`src/rtl/parity_link_pkg.sv`:
```
// Shared types and constants for the 3-bit even-parity serial link.
// Frame on the wire: start(0), d0, d1, d2, parity, stop(1).
package parity_link_pkg;

  localparam int DATA_W     = 3;
  localparam int FRAME_BITS = 6;

  typedef enum logic [2:0] {
    TX_IDLE,
    TX_START,
    TX_DATA,
    TX_PAR,
    TX_STOP
  } tx_state_t;

  typedef enum logic [2:0] {
    RX_IDLE,
    RX_START,
    RX_DATA,
    RX_PAR,
    RX_STOP,
    RX_WAIT_HIGH
  } rx_state_t;

  function automatic logic even_parity(input logic [DATA_W-1:0] d);
    return ^d;
  endfunction

endpackage

```
`src/rtl/parity_frame_rx.sv`:
```
// Receive half of the link: two-flop line synchronizer, frame FSM and the
// registered RX outputs. Bits are sampled mid-bit, timed from the start edge.
module parity_frame_rx
  import parity_link_pkg::*;
#(
  parameter int BIT_CYCLES = 4
) (
  input  logic              clk,
  input  logic              rst_n,
  input  logic              ser_in,
  output logic [DATA_W-1:0] rx_data,
  output logic              rx_parity,
  output logic              rx_valid,
  output logic              rx_err,
  output logic              rx_ferr
);

  localparam int CNT_W   = (BIT_CYCLES > 2) ? $clog2(BIT_CYCLES) : 1;
  localparam int IDX_W   = $clog2(DATA_W);
  localparam int SHIFT_W = FRAME_BITS - 2;

  logic               r_sync1;
  logic               r_sync2;
  rx_state_t          r_state;
  logic [CNT_W-1:0]   r_cnt;
  logic [IDX_W-1:0]   r_idx;
  logic [SHIFT_W-1:0] r_shift;

  logic w_line;
  logic w_half;
  logic w_bit_end;

  assign w_line    = r_sync2;
  assign w_half    = (r_cnt == CNT_W'(BIT_CYCLES / 2 - 1));
  assign w_bit_end = (r_cnt == CNT_W'(BIT_CYCLES - 1));

  // NOTE: the synchronizer resets to 1 (idle line) so leaving reset never looks like a start bit.
  always_ff @(posedge clk or negedge rst_n) begin
    if (!rst_n) begin
      r_sync1   <= 1'b1;
      r_sync2   <= 1'b1;
      r_state   <= RX_IDLE;
      r_cnt     <= '0;
      r_idx     <= '0;
      r_shift   <= '0;
      rx_data   <= '0;
      rx_parity <= 1'b0;
      rx_valid  <= 1'b0;
      rx_err    <= 1'b0;
      rx_ferr   <= 1'b0;
    end else begin
      r_sync1  <= ser_in;
      r_sync2  <= r_sync1;
      rx_valid <= 1'b0;
      case (r_state)
        RX_IDLE: begin
          if (!w_line) begin
            r_state <= RX_START;
            r_cnt   <= '0;
          end
        end
        RX_START: begin
          if (w_half) begin
            r_cnt   <= '0;
            r_idx   <= '0;
            r_state <= w_line ? RX_IDLE : RX_DATA;
          end else begin
            r_cnt <= r_cnt + 1'b1;
          end
        end
        RX_DATA, RX_PAR: begin
          if (w_bit_end) begin
            r_cnt   <= '0;
            // Shift in from the top so d0 ends in bit 0 and parity on top.
            r_shift <= {w_line, r_shift[SHIFT_W-1:1]};
            if (r_state == RX_PAR) begin
              r_state <= RX_STOP;
            end else if (r_idx == IDX_W'(DATA_W - 1)) begin
              r_state <= RX_PAR;
            end else begin
              r_idx <= r_idx + 1'b1;
            end
          end else begin
            r_cnt <= r_cnt + 1'b1;
          end
        end
        RX_STOP: begin
          if (w_bit_end) begin
            r_cnt     <= '0;
            rx_data   <= r_shift[DATA_W-1:0];
            rx_parity <= r_shift[SHIFT_W-1];
            rx_err    <= ^r_shift;
            rx_ferr   <= ~w_line;
            rx_valid  <= 1'b1;
            r_state   <= w_line ? RX_IDLE : RX_WAIT_HIGH;
          end else begin
            r_cnt <= r_cnt + 1'b1;
          end
        end
        RX_WAIT_HIGH: begin
          if (w_line) r_state <= RX_IDLE;
        end
        default: r_state <= RX_IDLE;
      endcase
    end
  end

endmodule

```
`src/rtl/parity_link_ctrl.sv`:
```
// Serial parity link controller: TX framing FSM and saturating parity-error
// counter here; the receive path lives in parity_frame_rx.
module parity_link_ctrl
  import parity_link_pkg::*;
#(
  parameter int BIT_CYCLES = 4,
  parameter int ERR_CNT_W  = 8
) (
  input  logic                 clk,
  input  logic                 rst_n,
  input  logic [DATA_W-1:0]    tx_data,
  input  logic                 tx_valid,
  output logic                 tx_ready,
  output logic                 ser_out,
  input  logic                 ser_in,
  output logic [DATA_W-1:0]    rx_data,
  output logic                 rx_parity,
  output logic                 rx_valid,
  output logic                 rx_err,
  output logic                 rx_ferr,
  output logic [ERR_CNT_W-1:0] err_count,
  input  logic                 err_clr
);

  localparam int CNT_W   = (BIT_CYCLES > 2) ? $clog2(BIT_CYCLES) : 1;
  localparam int IDX_W   = $clog2(DATA_W);
  localparam int SHIFT_W = FRAME_BITS - 2;

  tx_state_t          r_tx_state;
  logic [CNT_W-1:0]   r_tx_cnt;
  logic [IDX_W-1:0]   r_tx_idx;
  logic [SHIFT_W-1:0] r_tx_shift;

  logic w_tx_bit_end;
  logic w_accept;
  logic w_err_inc;

  assign tx_ready     = (r_tx_state == TX_IDLE);
  assign w_accept     = tx_valid & tx_ready;
  assign w_tx_bit_end = (r_tx_cnt == CNT_W'(BIT_CYCLES - 1));
  assign w_err_inc    = rx_valid & rx_err;

  // NOTE: ser_out is loaded with the next bit at each bit boundary, so the line is glitch-free.
  always_ff @(posedge clk or negedge rst_n) begin
    if (!rst_n) begin
      r_tx_state <= TX_IDLE;
      r_tx_cnt   <= '0;
      r_tx_idx   <= '0;
      r_tx_shift <= '0;
      ser_out    <= 1'b1;
    end else if (r_tx_state == TX_IDLE) begin
      if (w_accept) begin
        r_tx_state <= TX_START;
        r_tx_cnt   <= '0;
        r_tx_shift <= {even_parity(tx_data), tx_data};
        ser_out    <= 1'b0;
      end
    end else begin
      r_tx_cnt <= w_tx_bit_end ? '0 : r_tx_cnt + 1'b1;
      if (w_tx_bit_end) begin
        case (r_tx_state)
          TX_START: begin
            r_tx_state <= TX_DATA;
            r_tx_idx   <= '0;
            ser_out    <= r_tx_shift[0];
            r_tx_shift <= r_tx_shift >> 1;
          end
          TX_DATA: begin
            // After the last data bit, bit 0 of the shifter holds the parity.
            ser_out    <= r_tx_shift[0];
            r_tx_shift <= r_tx_shift >> 1;
            if (r_tx_idx == IDX_W'(DATA_W - 1)) r_tx_state <= TX_PAR;
            else                                r_tx_idx   <= r_tx_idx + 1'b1;
          end
          TX_PAR: begin
            r_tx_state <= TX_STOP;
            ser_out    <= 1'b1;
          end
          default: r_tx_state <= TX_IDLE;
        endcase
      end
    end
  end

  // A clear that coincides with an error keeps that error: the count becomes 1.
  always_ff @(posedge clk or negedge rst_n) begin
    if (!rst_n) begin
      err_count <= '0;
    end else if (err_clr) begin
      err_count <= w_err_inc ? ERR_CNT_W'(1) : '0;
    end else if (w_err_inc && (err_count != '1)) begin
      err_count <= err_count + 1'b1;
    end
  end

  parity_frame_rx #(
    .BIT_CYCLES (BIT_CYCLES)
  ) u_rx (
    .clk       (clk),
    .rst_n     (rst_n),
    .ser_in    (ser_in),
    .rx_data   (rx_data),
    .rx_parity (rx_parity),
    .rx_valid  (rx_valid),
    .rx_err    (rx_err),
    .rx_ferr   (rx_ferr)
  );

endmodule

```
`config.mk`:
```
export PLATFORM = sky130hd
export DESIGN_NAME = parity_link_ctrl
export DESIGN_NICKNAME = d
export VERILOG_FILES = /design/src/rtl/parity_link_pkg.sv /design/src/rtl/parity_frame_rx.sv /design/src/rtl/parity_link_ctrl.sv
export SDC_FILE = /design/constraint.sdc
export NUM_CORES = 1
export LEC_CHECK = 0
export BUFFER_PORTS_ARGS = -buffer_cell sky130_fd_sc_hd__buf_2
export CORE_AREA = 2 2 53 92
export DETAILED_ROUTE_END_ITERATION = 10
export DIE_AREA = 0 0 55 94
export GPL_TIMING_DRIVEN = 0
export PLACE_DENSITY = 0.69
export SLEW_MARGIN = 25
export SYNTH_ARGS = -nofsm -noshare
export SYNTH_HDL_FRONTEND = slang
export SYNTH_HIERARCHICAL = 1
export SYNTH_SLANG_ARGS = --single-unit
```
`constraint.sdc`:
```
create_clock -name clk -period 2.2 [get_ports clk]
set_input_delay 0.11 -clock clk [delete_from_list [all_inputs] [get_ports clk]]
set_output_delay 0.11 -clock clk [all_outputs]
set_load 0.1 [all_outputs]
```
## Word-level counts from Yosys, hierarchy flattened

Cells that the tools add are included.
W data, S select, Z words.

- Register bits: 40
- Bits in latches: 0
- Bits in writable memories: 0
- Memory bits (read-only): 0
- Input port bits: 8
- Output and inout port bits: 17
- Logic and storage cells: 117
- Memories: 0

- Add/subtract/negate cells: 5
- Multipliers: 0
- Divide/modulo/power cells: 0
- Magnitude comparators: 0
- Equal/unequal tests: 25
- Shifts and indexed selects: 0
- Muxes and demuxes: 42
- Bitwise logic cells: 4
- Reductions and logical operators: 24

Operators with widths:

| operator | number |
|---|---|
| $mux W3 | 12 |
| $mux W2 | 12 |
| $mux W4 | 4 |
| $mux W8 | 2 |
| $pmux W3 S5 | 1 |
| $eq A3 B2 Y1 const B | 4 |
| $ne A2 B1 Y1 const B | 5 |
| $reduce_bool A2 Y1 | 5 |
| $pmux W3 S3 | 1 |
| $reduce_and A3 Y1 | 3 |
| $add A2 B1 Y2 const B | 4 |
| $add A8 B1 Y8 const B | 1 |
| $eq A2 B2 Y1 const B | 4 |
| $ne A2 B2 Y1 const B | 4 |
| $ne A8 B8 Y1 const B | 1 |
| $pmux W2 S2 | 2 |
| $eq A3 B1 Y1 const B | 2 |
| $eq A3 B3 Y1 const B | 2 |
| $logic_not A3 Y1 | 2 |
| $mux W1 | 6 |
| $pmux W2 S3 | 1 |
| $reduce_and A2 Y1 | 3 |
| $reduce_and A6 Y1 | 1 |
| $reduce_bool A3 Y1 | 2 |
| other kinds (13) | 16 |

## Logic depth before layout (Yosys ltp)

Gate-level depths: netlist (run 1).

- Depth after elaboration: 5
- Depth in mapped cells: 6
- Mapped depth without buffers: 5

## Cells and area by module

Netlist (run 1), hierarchy kept.

Modules (own cells, without submodules):

| module | instances | cells each | area each (um^2) | seq. area each (um^2) |
|---|---|---|---|---|
| parity_link_ctrl | 1 | 111 | 1,134.8 | 501.7 |
| parity_frame_rx | 1 | 90 | 1,043.5 | 503.0 |

## Worst setup path before layout (run 1)

Ideal clock, no wire load.

- Path kind: reg-to-reg
- From: register err_count[0]
- To: register err_count[1]
- Library setup time: 0.129 ns
- Data arrival time: 1.883 ns
- Required time: 2.071 ns
- Setup slack: 0.187 ns
- Stages on the path, launching flop included: 6
- Buffers on the path: 0
- Clock period less this slack: 2.013 ns
- Cell sequence: dfrtp_1 -> ha_1 -> nand3_1 -> o21bai_1 -> mux2i_1 -> nor2_1

- Cells in the longest elaborated chain, start to end: 3
- Elaborated cells between the ends (all ways): 6
- Those cells by class: add/sub (1); eq/ne (1); mux (2); reduce/logical (2)

Ends and longest elaborated chain:

| item | line | RTL |
|---|---|---|
| start, declared | parity_link_ctrl.sv:21 | `output logic [ERR_CNT_W-1:0] err_count,` |
| start signal, assigned | parity_link_ctrl.sv:90 | `err_count <= w_err_inc ? ERR_CNT_W'(1) : '0;` |
| start signal, assigned | parity_link_ctrl.sv:92 | `err_count <= err_count + 1'b1;` |
| $add A8 B1 Y8 or $ne A8 B8 Y1 (tied branches) | parity_link_ctrl.sv:92, parity_link_ctrl.sv:91 |  |
| $mux W8 or $logic_and A1 B1 Y1 (tied branches) | parity_link_ctrl.sv:91 | `end else if (w_err_inc && (err_count != '1)) begin` |
| $mux W8 or $reduce_bool A2 Y1 (tied branches) | - |  |

Parallel ways exist; a longest one is shown, timed or not. The select of a mux whose other input is x is not followed.
A chain may end at the register's enable or synchronous reset.

## Worst setup path in the final report (run 1)

- From: register r_tx_state[0]
- To: output tx_ready

- Cells in the longest elaborated chain, start to end: 1

Ends and longest elaborated chain:

| item | line | RTL |
|---|---|---|
| start, declared | parity_link_ctrl.sv:29 | `tx_state_t r_tx_state;` |
| start signal, assigned | parity_link_ctrl.sv:46 | `r_tx_state <= TX_IDLE;` |
| start signal, assigned | parity_link_ctrl.sv:53 | `r_tx_state <= TX_START;` |
| start signal, assigned | parity_link_ctrl.sv:63 | `r_tx_state <= TX_DATA;` |
| $logic_not A3 Y1 | parity_link_ctrl.sv:38 | `assign tx_ready = (r_tx_state == TX_IDLE);` |
| end, declared | parity_link_ctrl.sv:13 | `output logic tx_ready,` |

Every way passes these cells.

==> reports/metrics.yaml, run 1 <==
hold_start: "tx_valid"
antennaDiodeCount: 0
cts_buffer_depth: 2
setup_viol: 0
overflow: 0
root_buffer: "clkbuf_8"
drcViolationCount: 0
hpwl_um: 2860
cts_inserted_buffers: 5
track_usage_pct: 19.1
grt_first_pass_wirelength_um: 7100
pin_count: 25
syn_avg_cell_area_um2: 10.8
cp.required_ps: 2090
slew_headroom_pct: 67.2
synthArstFlopShare_pct: 100
dp_slack_ps: 569
clk-insertion-delay-late_ps: 300
cts_resized: 0
wl_um: 4150
crit_path_max_fanout: 10
critPathMaxStageDelay_ps: 430
rows: 32
tightest_slew_ps: 495
fin_crit_sh_pct: 82.6
synthDistinctLibCells: 50
total_power_mw: 3.36
antenna_left: 0
hold_depth: 3
cp_cell_sequence: "buf_4 > nor3_2 > buf_6 > buf_2"
rr_worst_depth: 5
holdCritPathClass: "in2reg"
status: "complete, no violations"
synth_edf_count: 0
peakVddDrop_mv: 1.31
fin_ws_ps: 382
clkSlewWorstSetupHoldPaths_ps: 80
syn_area_mm2: 0.00218
startpoint: "r_tx_state[0]"
worst_ep_arrival_time_ps: 1710
areaGrowthSynthToFinish_pct: 15.3
skew_ps: 8.21
dr.first_iter.drc_count: 25
period_needed_ps: 1820
htree_levels: 2
yosysSeqAreaShare_pct: 46.1
max_clock_freq_ghz: 0.550
drv_slew: 0
gp_congestion: 0.750
hold_viol_final: 0
synth-seq-cells: 40
grt_pass1_vias: 1623
dieArea_mm2: 0.00517
start_util_pct: 49.5
firstDrtPassIters: 4
clock-sinks: 40
path_class: "reg2out"
die_height_um: 94
endpoint_kind: "output port"
vias: 1603
worstReg2RegStart: "r_tx_state[0]"
finalCoreUtilization_pct: 57.0
numPortBuffers: 23
post_drt_wl_per_cell_um: 14.5
cap_violations: 0
drive_gt1_share_pct: 28.1
grt_max_degree: 41
nets: 249
synth-main-ff-cell: "dfrtp_1"
coreArea_mm2: 0.00440
yosysWarnings: 6
synth_cells: 201
antenna_found_initial: 0
p_leak_nw: 1.17
die_w_um: 55
rsz0062_at_grt: "no"
vias_per_cell: 5.60
power_density_mw_per_mm2: 1340
synth_nets: 216
cp_slowest_cell: "buf_2"
cp-start-kind: "register"
setup_tns_ps: 0
cts_tree: "built"
[power by group]
| part | switching, mW | internal [mW] |
|---|---|---|
| clock network | 0.281 | 0.342 |
| logic | 0.939 | 0.664 |
| registers | 0.168 | 0.965 |
| total | 1.39 | 1.97 |
[registers in the layout, indices dropped and copies added, names as in the netlist]
name            cells
err_count           8
r_tx_cnt            2
r_tx_idx            2
r_tx_shift          4
r_tx_state          3
ser_out             1
u_rx/r_cnt          2
u_rx/r_idx          2
u_rx/r_shift        4
u_rx/r_state        3
u_rx/r_sync1        1
u_rx/r_sync2        1
u_rx/rx_data        3
u_rx/rx_err         1
u_rx/rx_ferr        1
u_rx/rx_parity      1
u_rx/rx_valid       1
[Yosys cell counts, drive strengths merged, types with 3 or more instances]
cell type	n	area share (%)
o21ai	13	3.0
mux2i	5	2.3
nand2b	4	1.1
ha	7	4.0
xnor2	5	2.0
dfstp	3	3.6
o22ai	3	0.86
a31oi	4	1.1
a211oi	3	1.8
nor3	3	0.92
nand3	5	1.1
dfrtp	37	43
nand3b	5	1.7
a21oi	6	1.4
inv	12	2.1
buf	12	4.3
nor2b	5	1.4
nor2	15	2.7
mux2	13	8.1
nand2	11	1.9
[worst max-delay path, delay by kind of cell (launching register included)]
kind                   cells  cell delay (ps)
buffers and inverters      3              780
flip-flops                 1              360
AND/OR/NAND/NOR            1              270
[stage by stage]
| stage | instance area, µm² | std cells | hold slack [ps] |
|---|---|---|---|
| after floorplan | 2180 | 201 | -186 |
| after global placement | 2360 | 275 | 216 |
| after detailed placement | 2360 | 275 | 217 |
| after CTS | 2490 | 285 | 100 |
| after global routing | 2510 | 286 | 125 |
| final | 2510 | 286 | 110 |
[timing repair]
action,in CTS,in global routing
buffers inserted,0,0
endpoints found under the hold margin,38,0
hold buffers,2,0
[placed cells by master (no fill, tap or decap), drive strengths merged, types with 3 or more instances in the layout]
cell | synthesis | routed
nand3b | 5 | 5
clkbuf | 0 | 5
mux2i | 5 | 5
xnor2 | 5 | 5
mux2 | 13 | 13
o22ai | 3 | 3
nor2 | 15 | 15
nand2 | 11 | 11
dfrtp | 37 | 37
o21ai | 13 | 13
inv | 12 | 13
nor2b | 5 | 5
nand2b | 4 | 4
a31oi | 4 | 4
a211oi | 3 | 3
a21oi | 6 | 6
ha | 7 | 7
dfstp | 3 | 3
nand3 | 5 | 5
nor3 | 3 | 3
buf | 12 | 36
[area by class of cell]
cell class	count	area [µm²]
fill	408	1890
multi-input combinational	137	1030
sequential	40	1000
timing repair buffer	26	155
buffer	12	93.8
clock buffer	5	68.8
tap	51	63.8
clock inverter	3	46.3
inverter	12	45.0
[path summary, 6_finish.rpt]
| path | endpoint | slack (ps) |
|---|---|---|
| max reg2reg | r_tx_shift[1] | 560 |
| min | r_tx_cnt[0] | 110 |
| max | tx_ready | 380 |
| min reg2reg | u_rx/r_sync2 | 360 |
| max in group asynchronous | u_rx/r_sync2 | 1420 |
| min in group asynchronous | err_count[7] | 240 |
[cell families (layout without fill, tap and decap cells)]
family / Yosys count / after routing / synth area share (%)
xor gates and xnor gates: 7 / 7 / 2.81
DFF: 40 / 40 / 46.1
AOI/OAI and AO/OA: 47 / 47 / 15.3
and+or+nand+nor: 58 / 58 / 14.9
muxes: 18 / 18 / 10.4
buffers and inverters: 24 / 58 / 6.38
adders and majority gates: 7 / 7 / 4.02
[per-layer routing]
layer / vias up / GRT usage [%] / wire, µm
li1: 788 / - / -
met1: 782 / 20.4 / 1720
met2: 26 / 33.1 / 2200
met3: 7 / 4.14 / 134
met4: 0 / 9.76 / 103
met5: - / 0 / 0
No activity file was read; power rests on OpenSTA's default activity.
==> run 2: changes to the inputs <==
--- a/config.mk
+++ b/config.mk
@@ -5,10 +5,11 @@
 export SDC_FILE = /design/constraint.sdc
 export NUM_CORES = 1
 export LEC_CHECK = 0
+export ABC_AREA = 1
 export BUFFER_PORTS_ARGS = -buffer_cell sky130_fd_sc_hd__buf_2
-export CORE_AREA = 2 2 53 92
+export CORE_AREA = 2 2 54 94
 export DETAILED_ROUTE_END_ITERATION = 10
-export DIE_AREA = 0 0 55 94
+export DIE_AREA = 0 0 56 96
 export GPL_TIMING_DRIVEN = 0
 export PLACE_DENSITY = 0.69
 export SLEW_MARGIN = 25
==> constraint.sdc (replaced) <==
create_clock -name clk -period 1.85 [get_ports clk]
set_input_delay 0.0925 -clock clk [delete_from_list [all_inputs] [get_ports clk]]
set_output_delay 0.0925 -clock clk [all_outputs]
set_load 0.1 [all_outputs]
==> reports/metrics.yaml, run 2 <==
status: "complete, no violations"  # unchanged
synth_nets: 312  # was 216
synth_adder_area_share_pct: 3.85  # was 4.02%
synth_compound_area_share_pct: 10.5  # was 15.3%
reg.largest.list: "err_count x8, r_tx_shift x4, u_rx/r_shift x4"  # unchanged
synth_cells: 297  # was 201
gp_congestion: 0.857  # was 0.750
nets: 345  # was 249
period_needed_ps: 1700
startpoint: "r_tx_state[0]"  # unchanged
numPortBuffers: 23  # unchanged
grt_max_degree: 41  # unchanged
wl_um: 4350  # was 4150 µm
synth-seq-cells: 40  # unchanged
coreArea_mm2: 0.00462  # was 0.00440 mm²
place_area_mm2: 0.00246  # was 0.00236 mm²
clk-insertion-delay-late_ps: 290  # was 300 ps
clock-sinks: 40  # unchanged
final_common_cell: "nand2_1"  # was dfrtp_1
post_drt_wl_per_cell_um: 11.3  # was 14.5 µm
power_density_mw_per_mm2: 1400  # was 1340 mW/mm²
setup_viol: 0  # unchanged
worstReg2RegStart: "err_count[0]"  # was r_tx_state[0]
cp.required_ps: 1760  # was 2090 ps
drv_slew: 0  # unchanged
synth-xor-area-share_pct: 0  # was 2.81%
htree_levels: 2  # unchanged
setup_tns_ps: 0  # unchanged
hold_depth: 3  # unchanged
hold_start: "err_clr"  # was tx_valid
tightest_slew_ps: 525  # was 495 ps
hpwl_um: 3300  # was 2860 µm
dieArea_mm2: 0.00538  # was 0.00517 mm²
drcViolationCount: 0  # unchanged
stdcell_count: 383  # was 286
post_cts_buffers: 0  # unchanged
drive_gt1_share_pct: 22.7  # was 28.1%
synth_top_area_cell: "dfrtp_1"  # unchanged
skew_ps: 6.98  # was 8.21 ps
syn_area_mm2: 0.00227  # was 0.00218 mm²
r2r_end: "err_count[7]"  # was r_tx_shift[1]
holdCritPathClass: "in2reg"  # unchanged
total_power_mw: 3.65  # was 3.36 mW
vias: 1938  # was 1603
dr.first_iter.drc_count: 69  # was 25
reg2reg_slack_ps: 310  # was 560 ps
synth_top_family_by_area: "simple AND/OR/NAND/NOR gates"  # was compound AO/OA/AOI/OAI gates
root_buffer: "clkbuf_8"  # unchanged
crit_path_max_fanout: 9  # was 10
design_area_mm2: 0.00260  # was 0.00251 mm²
start_util_pct: 49.2  # was 49.5%
yosys.area.top_type_share_pct: 40.7  # was 42.5%
die_w_um: 56  # was 55 µm
firstDrtPassIters: 4  # unchanged
rows: 33  # was 32
synth.area.top_cells: "dfrtp_1 (41%), nand2_1 (16%), inv_1 (5.6%), nand3_1 (5.5%), ha_1 (3.9%)"  # was dfrtp_1 (43%), mux2_4 (5.5%), ha_1 (4.0%), dfstp_2 (3.6%), mux2_2 (2.6%)
grt_first_pass_wirelength_um: 7720  # was 7100 µm
cp-start-kind: "register"  # unchanged
track_usage_pct: 18.2  # was 19.1%
hold_viol_final: 0  # unchanged
worst_ep_arrival_time_ps: 1610  # was 1710 ps
rsz0062_at_grt: "no"  # unchanged
max_clock_freq_ghz: 0.589
p_leak_nw: 1.37  # was 1.17 nW
synth_most_common_cell: "nand2_1"  # was dfrtp_1
antennaDiodeCount: 0  # unchanged
fin_crit_sh_pct: 91.8
synthArstFlopShare_pct: 100  # unchanged
antenna_left: 0  # unchanged
syn_avg_cell_area_um2: 7.66  # was 10.8 µm²
synthDistinctLibCells: 25  # was 50
slew_headroom_pct: 65.0  # was 67.2%
largest_register_ff_count: 8  # unchanged
clkSlewWorstSetupHoldPaths_ps: 80  # about the same
cap_violations: 0  # unchanged
grt_pass1_vias: 1906  # was 1623
areaGrowthSynthToFinish_pct: 14.2  # was 15.3%
peakVddDrop_mv: 0.810  # was 1.31 mV
path_class: "reg2out"  # unchanged
top_register: "err_count"  # unchanged
final_cell_mix: "nand2_1 (95), inv_1 (34), dfrtp_1 (34)"  # was dfrtp_1 (37), buf_2 (26), nor2_1 (14)
yosysWarnings: 6  # unchanged
cts_buffer_depth: 2  # unchanged
vias_per_cell: 5.06  # was 5.60
antenna_found_initial: 0  # unchanged
pin_count: 25  # unchanged
dp_cells: 372  # was 275
cts_tree: "built"  # unchanged
ys_top_cells_by_count: "nand2_1 (95), dfrtp_1 (37), inv_1 (34)"  # was dfrtp_1 (37), nor2_1 (14), inv_1 (12)
worstHoldEndpoint: "err_count[0]"  # was r_tx_cnt[0]
synth_mux_area_share_pct: 0  # was 10.4%
rr_worst_depth: 7  # was 5
overflow: 0  # unchanged
synth-main-ff-cell: "dfrtp_1"  # unchanged
synth_edf_count: 0  # unchanged
synthSimpleGateAreaFrac_pct: 33.7  # was 14.9%
cts_inserted_buffers: 5  # unchanged
yosysSeqAreaShare_pct: 44.2  # was 46.1%
endpoint_kind: "output port"  # unchanged
die_height_um: 96  # was 94 µm
cts_resized: 0  # unchanged
run 2: cell count changes after synthesis, sizes merged, moves of 4 or more:
cell    change
nand2      +94
inv        +29
nand3      +22
o21ai      +17
mux2       -13
nor2       +13
buf         -9
mux2i       -5
nand3b      -5
nor2b       -5
xnor2       -5
a31oi       -4
nand2b      -4
run 2: critical path, cell delays in order, from the launching register on:
cell and delay, ps:
dfrtp_1 450, nor2_4 230, nand2_4 130, inv_2 90, buf_2 420
run 2: layer usage:
metal	vias to the layer above	global-route usage (%)	share of wire [%]
li1	1008	-	-
met1	897	18.3	41
met2	25	35.0	54
met3	8	3.23	2.3
met4	0	9.33	2.2
met5	-	0	0
run 2: cell families (layout without fill, tap and decap cells):
logic type / count (synthesis) / count (layout)
compound gates: 42 / 42
fa+ha+maj: 7 / 7
buf+inv: 44 / 78
flops: 40 / 40
simple gates: 164 / 164
run 2: worst max path at each step:
stage | to | slack, ps | cells past startpoint
global placement | err_count[7] | 330 | 7
CTS | tx_ready | 130 | 4
global route | tx_ready | 80 | 4
floorplan | err_count[3] | 0.9 | 8
detailed placement | err_count[7] | 320 | 7
finish | tx_ready | 150 | 4
run 2: cell type report:
cell class / count / area [µm²]
fillers: 435 / 2030
multi-input cells: 213 / 1090
flip-flops and latches: 40 / 1010
repair buffers: 26 / 163
inverters: 41 / 156
clock buffers: 6 / 82.6
well taps: 52 / 65.1
plain buffers: 3 / 21.3
clock inverters: 2 / 10.0
run 2: what timing repair did:
action	CTS	global route
endpoints found under the setup margin	0	0
hold endpoints to repair	38	0
hold buffers	2	0
run 2: power breakdown:
group / leakage [nW] / internal (mW) / total [mW] / switching, mW
Clock: 0.0510 / 0.298 / 0.602 / 0.304
Sequential: 0.522 / 1.10 / 1.29 / 0.198
Combinational: 0.801 / 0.534 / 1.75 / 1.22
Total: 1.37 / 1.93 / 3.65 / 1.72
run 2: stage by stage:
stage          setup slack [ps]  util [%]  hold WS (ps)
2_1_floorplan             0.879         -          -203
3_3_place_gp                327      53.2           203
3_5_place_dp                322      53.2           205
4_1_cts                     129      55.6           138
5_1_grt                    80.6      56.2           160
6_report                    152      56.2           144
